## src/rtl/tile_pkg.sv

```systemverilog
// Shared state encoding, LFSR constants and row-entry type for the tile lane engine.
package tile_pkg;

  typedef enum logic [1:0] {
    ST_IDLE = 2'b00,
    ST_RUN  = 2'b01,
    ST_OVER = 2'b10
  } state_e;

  localparam int LFSR_W = 16;
  // Taps 16,14,13,11 expressed as bit positions 0,2,3,5 of a right-shifting register.
  localparam logic [LFSR_W-1:0] LFSR_TAPS = 16'h002D;

  // Wide enough for the largest supported lane count (8).
  localparam int LANE_MAX_W = 3;

  typedef struct packed {
    logic                  valid;
    logic [LANE_MAX_W-1:0] lane;
  } row_t;

  function automatic logic lfsr_feedback(input logic [LFSR_W-1:0] value);
    return ^(value & LFSR_TAPS);
  endfunction

endpackage

```

## src/rtl/tile_lfsr.sv

```systemverilog
// Free-running 16-bit Fibonacci LFSR; exposes its low byte for tile lane selection.
module tile_lfsr
  import tile_pkg::*;
#(
  parameter logic [LFSR_W-1:0] SEED = 16'hACE1
) (
  input  logic       clock,
  input  logic       reset,
  output logic [7:0] rand_byte
);

  logic [LFSR_W-1:0] lfsr_r;

  // Shift right every cycle, feedback enters at the top bit.
  always_ff @(posedge clock) begin
    if (reset) begin
      lfsr_r <= SEED;
    end else begin
      lfsr_r <= {lfsr_feedback(lfsr_r), lfsr_r[LFSR_W-1:1]};
    end
  end

  assign rand_byte = lfsr_r[7:0];

endmodule

```

## src/rtl/tile_lane_engine.sv

```systemverilog
// Tile game core: scrolling tile field, key-press judging, score, lives and game state.
module tile_lane_engine
  import tile_pkg::*;
#(
  parameter int          LANES   = 4,
  parameter int          ROWS    = 7,
  parameter int          LIVES   = 3,
  parameter int          SCORE_W = 16,
  parameter logic [15:0] SEED    = 16'hACE1,
  parameter int          LANE_W  = $clog2(LANES)
) (
  input  logic                     clock,
  input  logic                     reset,
  input  logic                     start,
  input  logic                     step,
  input  logic [LANES-1:0]         keys,
  output logic [ROWS-1:0]          rows_valid,
  output logic [ROWS*LANE_W-1:0]   rows_lane,
  output logic [SCORE_W-1:0]       score,
  output logic [3:0]               lives_left,
  output logic [1:0]               state,
  output logic                     game_over,
  output logic                     hit_pulse,
  output logic                     miss_pulse
);

  state_e                state_r, state_s;
  row_t                  row_r [ROWS];
  row_t                  row_s [ROWS];
  logic [SCORE_W-1:0]    score_r, score_s;
  logic [3:0]            lives_r, lives_s;
  logic [LANES-1:0]      keys_q_r;
  logic [LANES-1:0]      press_s;
  logic [LANES-1:0]      bottom_oh_s;
  logic                  hit_r, hit_s;
  logic                  miss_r, miss_s;
  logic                  consumed_s;
  logic [1:0]            errs_s;
  logic [7:0]            rand_byte_s;
  logic [LANE_MAX_W-1:0] new_lane_s;

  tile_lfsr #(.SEED(SEED)) u_lfsr (
    .clock     (clock),
    .reset     (reset),
    .rand_byte (rand_byte_s)
  );

  assign new_lane_s  = LANE_MAX_W'(rand_byte_s % 8'(LANES));
  assign bottom_oh_s = {{(LANES-1){1'b0}}, 1'b1} << row_r[ROWS-1].lane;

  // Next-state logic: start handling, key judging against the pre-shift bottom row, scrolling.
  always_comb begin
    state_s    = state_r;
    row_s      = row_r;
    score_s    = score_r;
    lives_s    = lives_r;
    hit_s      = 1'b0;
    miss_s     = 1'b0;
    consumed_s = 1'b0;
    errs_s     = 2'd0;
    press_s    = keys & ~keys_q_r;
    case (state_r)
      ST_IDLE, ST_OVER: begin
        if (start) begin
          state_s = ST_RUN;
          for (int r = 0; r < ROWS; r++) begin
            row_s[r] = '0;
          end
          score_s = {SCORE_W{1'b0}};
          lives_s = 4'(LIVES);
        end else begin
          state_s = state_r;
        end
      end
      ST_RUN: begin
        if (lives_r == 4'd0) begin
          // Last life went on the previous edge; freeze from here on.
          state_s = ST_OVER;
        end else begin
          if (press_s != {LANES{1'b0}}) begin
            if (row_r[ROWS-1].valid && (press_s == bottom_oh_s)) begin
              hit_s                = 1'b1;
              consumed_s           = 1'b1;
              row_s[ROWS-1].valid  = 1'b0;
              if (score_r != {SCORE_W{1'b1}}) begin
                score_s = score_r + {{(SCORE_W-1){1'b0}}, 1'b1};
              end else begin
                score_s = score_r;
              end
            end else begin
              errs_s = 2'd1;
            end
          end else begin
            consumed_s = 1'b0;
          end
          if (step) begin
            if (row_r[ROWS-1].valid && !consumed_s) begin
              errs_s = errs_s + 2'd1;
            end else begin
              errs_s = errs_s;
            end
            for (int r = ROWS-1; r >= 1; r--) begin
              row_s[r] = row_r[r-1];
            end
            row_s[0].valid = 1'b1;
            row_s[0].lane  = new_lane_s;
          end else begin
            row_s[0] = row_s[0];
          end
          if (errs_s != 2'd0) begin
            miss_s = 1'b1;
            if ({2'b00, errs_s} >= lives_r) begin
              lives_s = 4'd0;
            end else begin
              lives_s = lives_r - {2'b00, errs_s};
            end
          end else begin
            lives_s = lives_r;
          end
        end
      end
      default: begin
        state_s = ST_IDLE;
      end
    endcase
  end

  // State, field, counters, key history and event pulses.
  always_ff @(posedge clock) begin
    if (reset) begin
      state_r <= ST_IDLE;
      for (int r = 0; r < ROWS; r++) begin
        row_r[r] <= '0;
      end
      score_r  <= {SCORE_W{1'b0}};
      lives_r  <= 4'(LIVES);
      keys_q_r <= {LANES{1'b0}};
      hit_r    <= 1'b0;
      miss_r   <= 1'b0;
    end else begin
      state_r  <= state_s;
      row_r    <= row_s;
      score_r  <= score_s;
      lives_r  <= lives_s;
      keys_q_r <= keys;
      hit_r    <= hit_s;
      miss_r   <= miss_s;
    end
  end

  // Flatten the registered field onto the drawer-facing buses.
  always_comb begin
    rows_valid = {ROWS{1'b0}};
    rows_lane  = {(ROWS*LANE_W){1'b0}};
    for (int r = 0; r < ROWS; r++) begin
      rows_valid[r]                 = row_r[r].valid;
      rows_lane[r*LANE_W +: LANE_W] = row_r[r].lane[LANE_W-1:0];
    end
  end

  assign state      = state_r;
  assign game_over  = (state_r == ST_OVER);
  assign score      = score_r;
  assign lives_left = lives_r;
  assign hit_pulse  = hit_r;
  assign miss_pulse = miss_r;

endmodule

```

## config.mk

```make
export PLATFORM = sky130hd
export DESIGN_NAME = tile_lane_engine
export DESIGN_NICKNAME = d
export VERILOG_FILES = /design/src/rtl/tile_pkg.sv /design/src/rtl/tile_lfsr.sv /design/src/rtl/tile_lane_engine.sv
export SDC_FILE = /design/constraint.sdc
export NUM_CORES = 1
export LEC_CHECK = 0
export CORE_AREA = 2 2 121 93
export DETAILED_ROUTE_END_ITERATION = 6
export DIE_AREA = 0 0 123 95
export GPL_TIMING_DRIVEN = 0
export HOLD_SLACK_MARGIN = 0.02
export RECOVER_POWER = 100
export SLEW_MARGIN = 20
export SYNTH_ARGS = -nofsm -noshare
export SYNTH_HDL_FRONTEND = slang
export SYNTH_HIERARCHICAL = 1
export SYNTH_SLANG_ARGS = --single-unit
export TNS_END_PERCENT = 30
```

## constraint.sdc

```tcl
create_clock -name clock -period 3.9 [get_ports clock]
set_clock_uncertainty 0.2 [all_clocks]
set_input_delay 0.39 -clock clock [delete_from_list [all_inputs] [get_ports clock]]
set_output_delay 0.39 -clock clock [all_outputs]
set_load 0.01 [all_outputs]
```

==> summary.md <==
| Metric | Value |
|---|---|
| Status | `finished clean` |
| Worst Hold Path EP | `u_lfsr/lfsr_r[6]$_SDFF_PP1_` |
| Total GRT Usage | `0.1279` |
| Power share of the combinational group | `0.067` |
| Vias in the first global route | `between 2,000 and 2,500` |
| I/O Pins | `54` |
| Pre-CTS setup slack | `0.09083 ns` |
| CP dominant cell by count | `nor2_1` |
| Initial antenna violation count | `0` |
| # Post-CTS Setup Buffers | `0` |
| Clock transition at path regs | `approximately 0.050 ns` |
| Tightest Pin Transition | `about 0.98 ns` |
| Die Height | `95 µm` |
| Pint | `1.390 mW` |
| TritonCTS Buffers | `9` |
| RSZ-0062 raised after global routing | `false` |
| Crit path cell chain | `clkdlybuf4s50_1 > nor2b_1 > xor2_1 > nor4_4 > clkbuf_1 > o21a_1 > nor2_1 > ha_1 > fa_1 > a21oi_1 > nor3_1 > nor2_1 > nand2_1 > o211ai_1` |
| Post-CTS sizing | `0` |
| Syn Std Cell Area | `0.003042 mm²` |
| Via count | `2,587` |
| R2R Setup Slk | `0.47 ns` |
| CP arrival | `3.56 ns` |
| HP Start | `u_lfsr/lfsr_r[7]$_SDFF_PP1_` |
| Root cell of the clock tree | `clkbuf_16` |
| Synth warn | `6` |
| Max Root-Sink Buffers | `2` |
| Fill cells | `1,084` |
| Worst hold path depth | `1` |
| Flop pwr share | `0.420` |
| Post-Synthesis Net Count | `between 300 and 400` |
| Fmax | `approximately 280 MHz` |
| Die Footprint | `roughly 0.012 mm²` |
| Finished Cell Area | `0.004064 mm²` |
| Final period util | `0.9017` |
| Pleak | `1.629 nW` |
| Final setup vio count | `0` |
| Final Max Slew Viols | `0` |
| CP peak stage delay | `0.51 ns` |
| Worst Setup Start Kind | `primary input` |
| Worst path slowest cell | `nor4_4` |
| Max_cap viols | `0` |
| Worst hold slack | `0.2052 ns` |
| Fin crit period | `about 3.5 ns` |
| Initial core utilization | `0.2855` |
| Worst path required time | `3.94 ns` |
| Clk sinks | `70` |
| Worst relative slew slack | `0.3352` |
| Largest net degree at the start of global routing | `12` |
| Dpl hpwl | `5002 µm` |
| Core Area | `0.01065 mm²` |
| Total power | `1.767 mW` |
| Synth Instances | `between 300 and 400` |
| CP Class | `primary input to register` |
| Switching pwr | `0.3770 mW` |
| R2r endpoint | `lives_left[0]$_SDFFE_PP1P_` |
| Peak VDD IR | `0.0002195 V` |
| First-pass GRT wire length | `11,710 µm` |
| Net Sw Frac | `0.2134` |
| Vias per cell | `around 4.7` |
| FP Rows | `33` |
| Routed wire per std cell | `12.68 µm` |
| Worst path bufs/invs | `2` |
| Final nets | `about 420` |
| First DRT Iteration DRCs | `174` |
| Setup WS post-layout | `0.3835 ns` |
| Clock Latency Late Sink | `0.33 ns` |
| Share of layout cells above drive strength 1 | `0.09856` |
| Hold Path Class | `register to register` |
| CTS tree | `built` |
| Routability Congestion | `just over 0.8` |
| Routed wire length | `7048 µm` |
| N_diodes | `0` |
| PwrDens | `approximately 430 mW/mm²` |
| DRC | `0` |
| Post-route ant nets | `0` |
| Area growth syn-to-layout | `33.61%` |
| Count of hold buffers inserted by post-cts repair | `0` |
| H-tree levels | `3` |
| Crit-path leading delay family | `simple AND/OR/NAND/NOR gates` |
| Clock power share | `0.513` |
| Final Hold Fails | `0` |
| Total congestion overflow | `0` |
| I/O Buffers | `53` |
| TritonRoute pass-1 iters | `4` |
| CP max FO | `10` |
| Post-route setup TNS | `0 ns` |
| Post-Place Cell Area | `roughly 0.0037 mm²` |
| Synth Area per Inst | `8.766 µm²` |
| Die Wd | `about 120 µm` |
| Crit path from | `keys[2]` |
| Worst r2r src | `rows_lane[12]$_SDFFE_PP0P_` |
| Worst setup EP type | `register` |
| Path depth of the worst reg2reg path | `13` |
==> how the worst max path moves through the flow <==
stage,cells after the start,slack [ns],to
6_report,14,0.38,lives_left[0]$_SDFFE_PP1P_
5_1_grt,14,0.11,lives_left[0]$_SDFFE_PP1P_
4_1_cts,14,0.36,lives_left[0]$_SDFFE_PP1P_
3_5_place_dp,13,0.09,lives_left[3]$_SDFFE_PP0P_
3_3_place_gp,13,0.09,lives_left[3]$_SDFFE_PP0P_
2_1_floorplan,12,0.97,lives_left[3]$_SDFFE_PP0P_
==> metrics by stage <==
step | instances | util
2_1_floorplan | 347 | -
3_3_place_gp | 540 | 0.3518
4_1_cts | 556 | 0.3833
6_report | 556 | 0.3815
5_1_grt | 556 | 0.3815
3_5_place_dp | 540 | 0.3518
==> layout make-up <==
class                      instances  area [µm²]  area share
sequential                        70        1401      0.3448
multi-input combinational        232        1366      0.3362
timing repair buffer              53       530.5      0.1305
clock buffer                      13       270.3     0.06650
buffer                            39       232.7     0.05727
tap                              140       175.2     0.04310
clock inverter                     3       65.06     0.01601
inverter                           6       22.52    0.005542
==> sequential cells by signal, summed over array words and instances (netlist names) <==
name / count
keys_q_r: 4
rows_valid: 7
row_r: 5
hit_pulse: 1
miss_pulse: 1
score: 16
u_lfsr/lfsr_r: 16
state: 2
rows_lane: 14
lives_left: 4
==> per-layer routing <==
metal,global-route usage,wire length (µm)
met5,0,0
met2,0.1911,3017
met4,0.03788,61
met3,0.03925,361
met1,0.1771,3608
==> cells in the final DEF, fill, tap and decap left out, drive strengths merged, types with 3 or more instances in the layout <==
| master | count |
|---|---|
| a21oi | 33 |
| and3 | 8 |
| buf | 23 |
| clkbuf | 29 |
| clkdlybuf4s50 | 6 |
| dfxtp | 70 |
| dlygate4sd3 | 47 |
| ha | 3 |
| inv | 6 |
| nand2 | 37 |
| nand2b | 5 |
| nand3 | 34 |
| nand3b | 3 |
| nand4 | 6 |
| nor2 | 17 |
| nor2b | 19 |
| nor3 | 5 |
| o21ai | 6 |
| or2 | 8 |
| or3 | 3 |
| or4 | 5 |
| xnor2 | 3 |
| xor2 | 13 |
==> power groups by stage <==
| stage | clock [mW] | sequential (mW) | combinational (mW) |
|---|---|---|---|
| after floorplan | 0 | 0.758 | 0.0762 |
| final | 0.906 | 0.743 | 0.118 |
| after detailed placement | 0 | 0.758 | 0.121 |
| after global placement | 0 | 0.758 | 0.118 |
| after global routing | 0.954 | 0.744 | 0.131 |
| after CTS | 0.924 | 0.743 | 0.122 |
No activity file was read; power rests on OpenSTA's default activity.
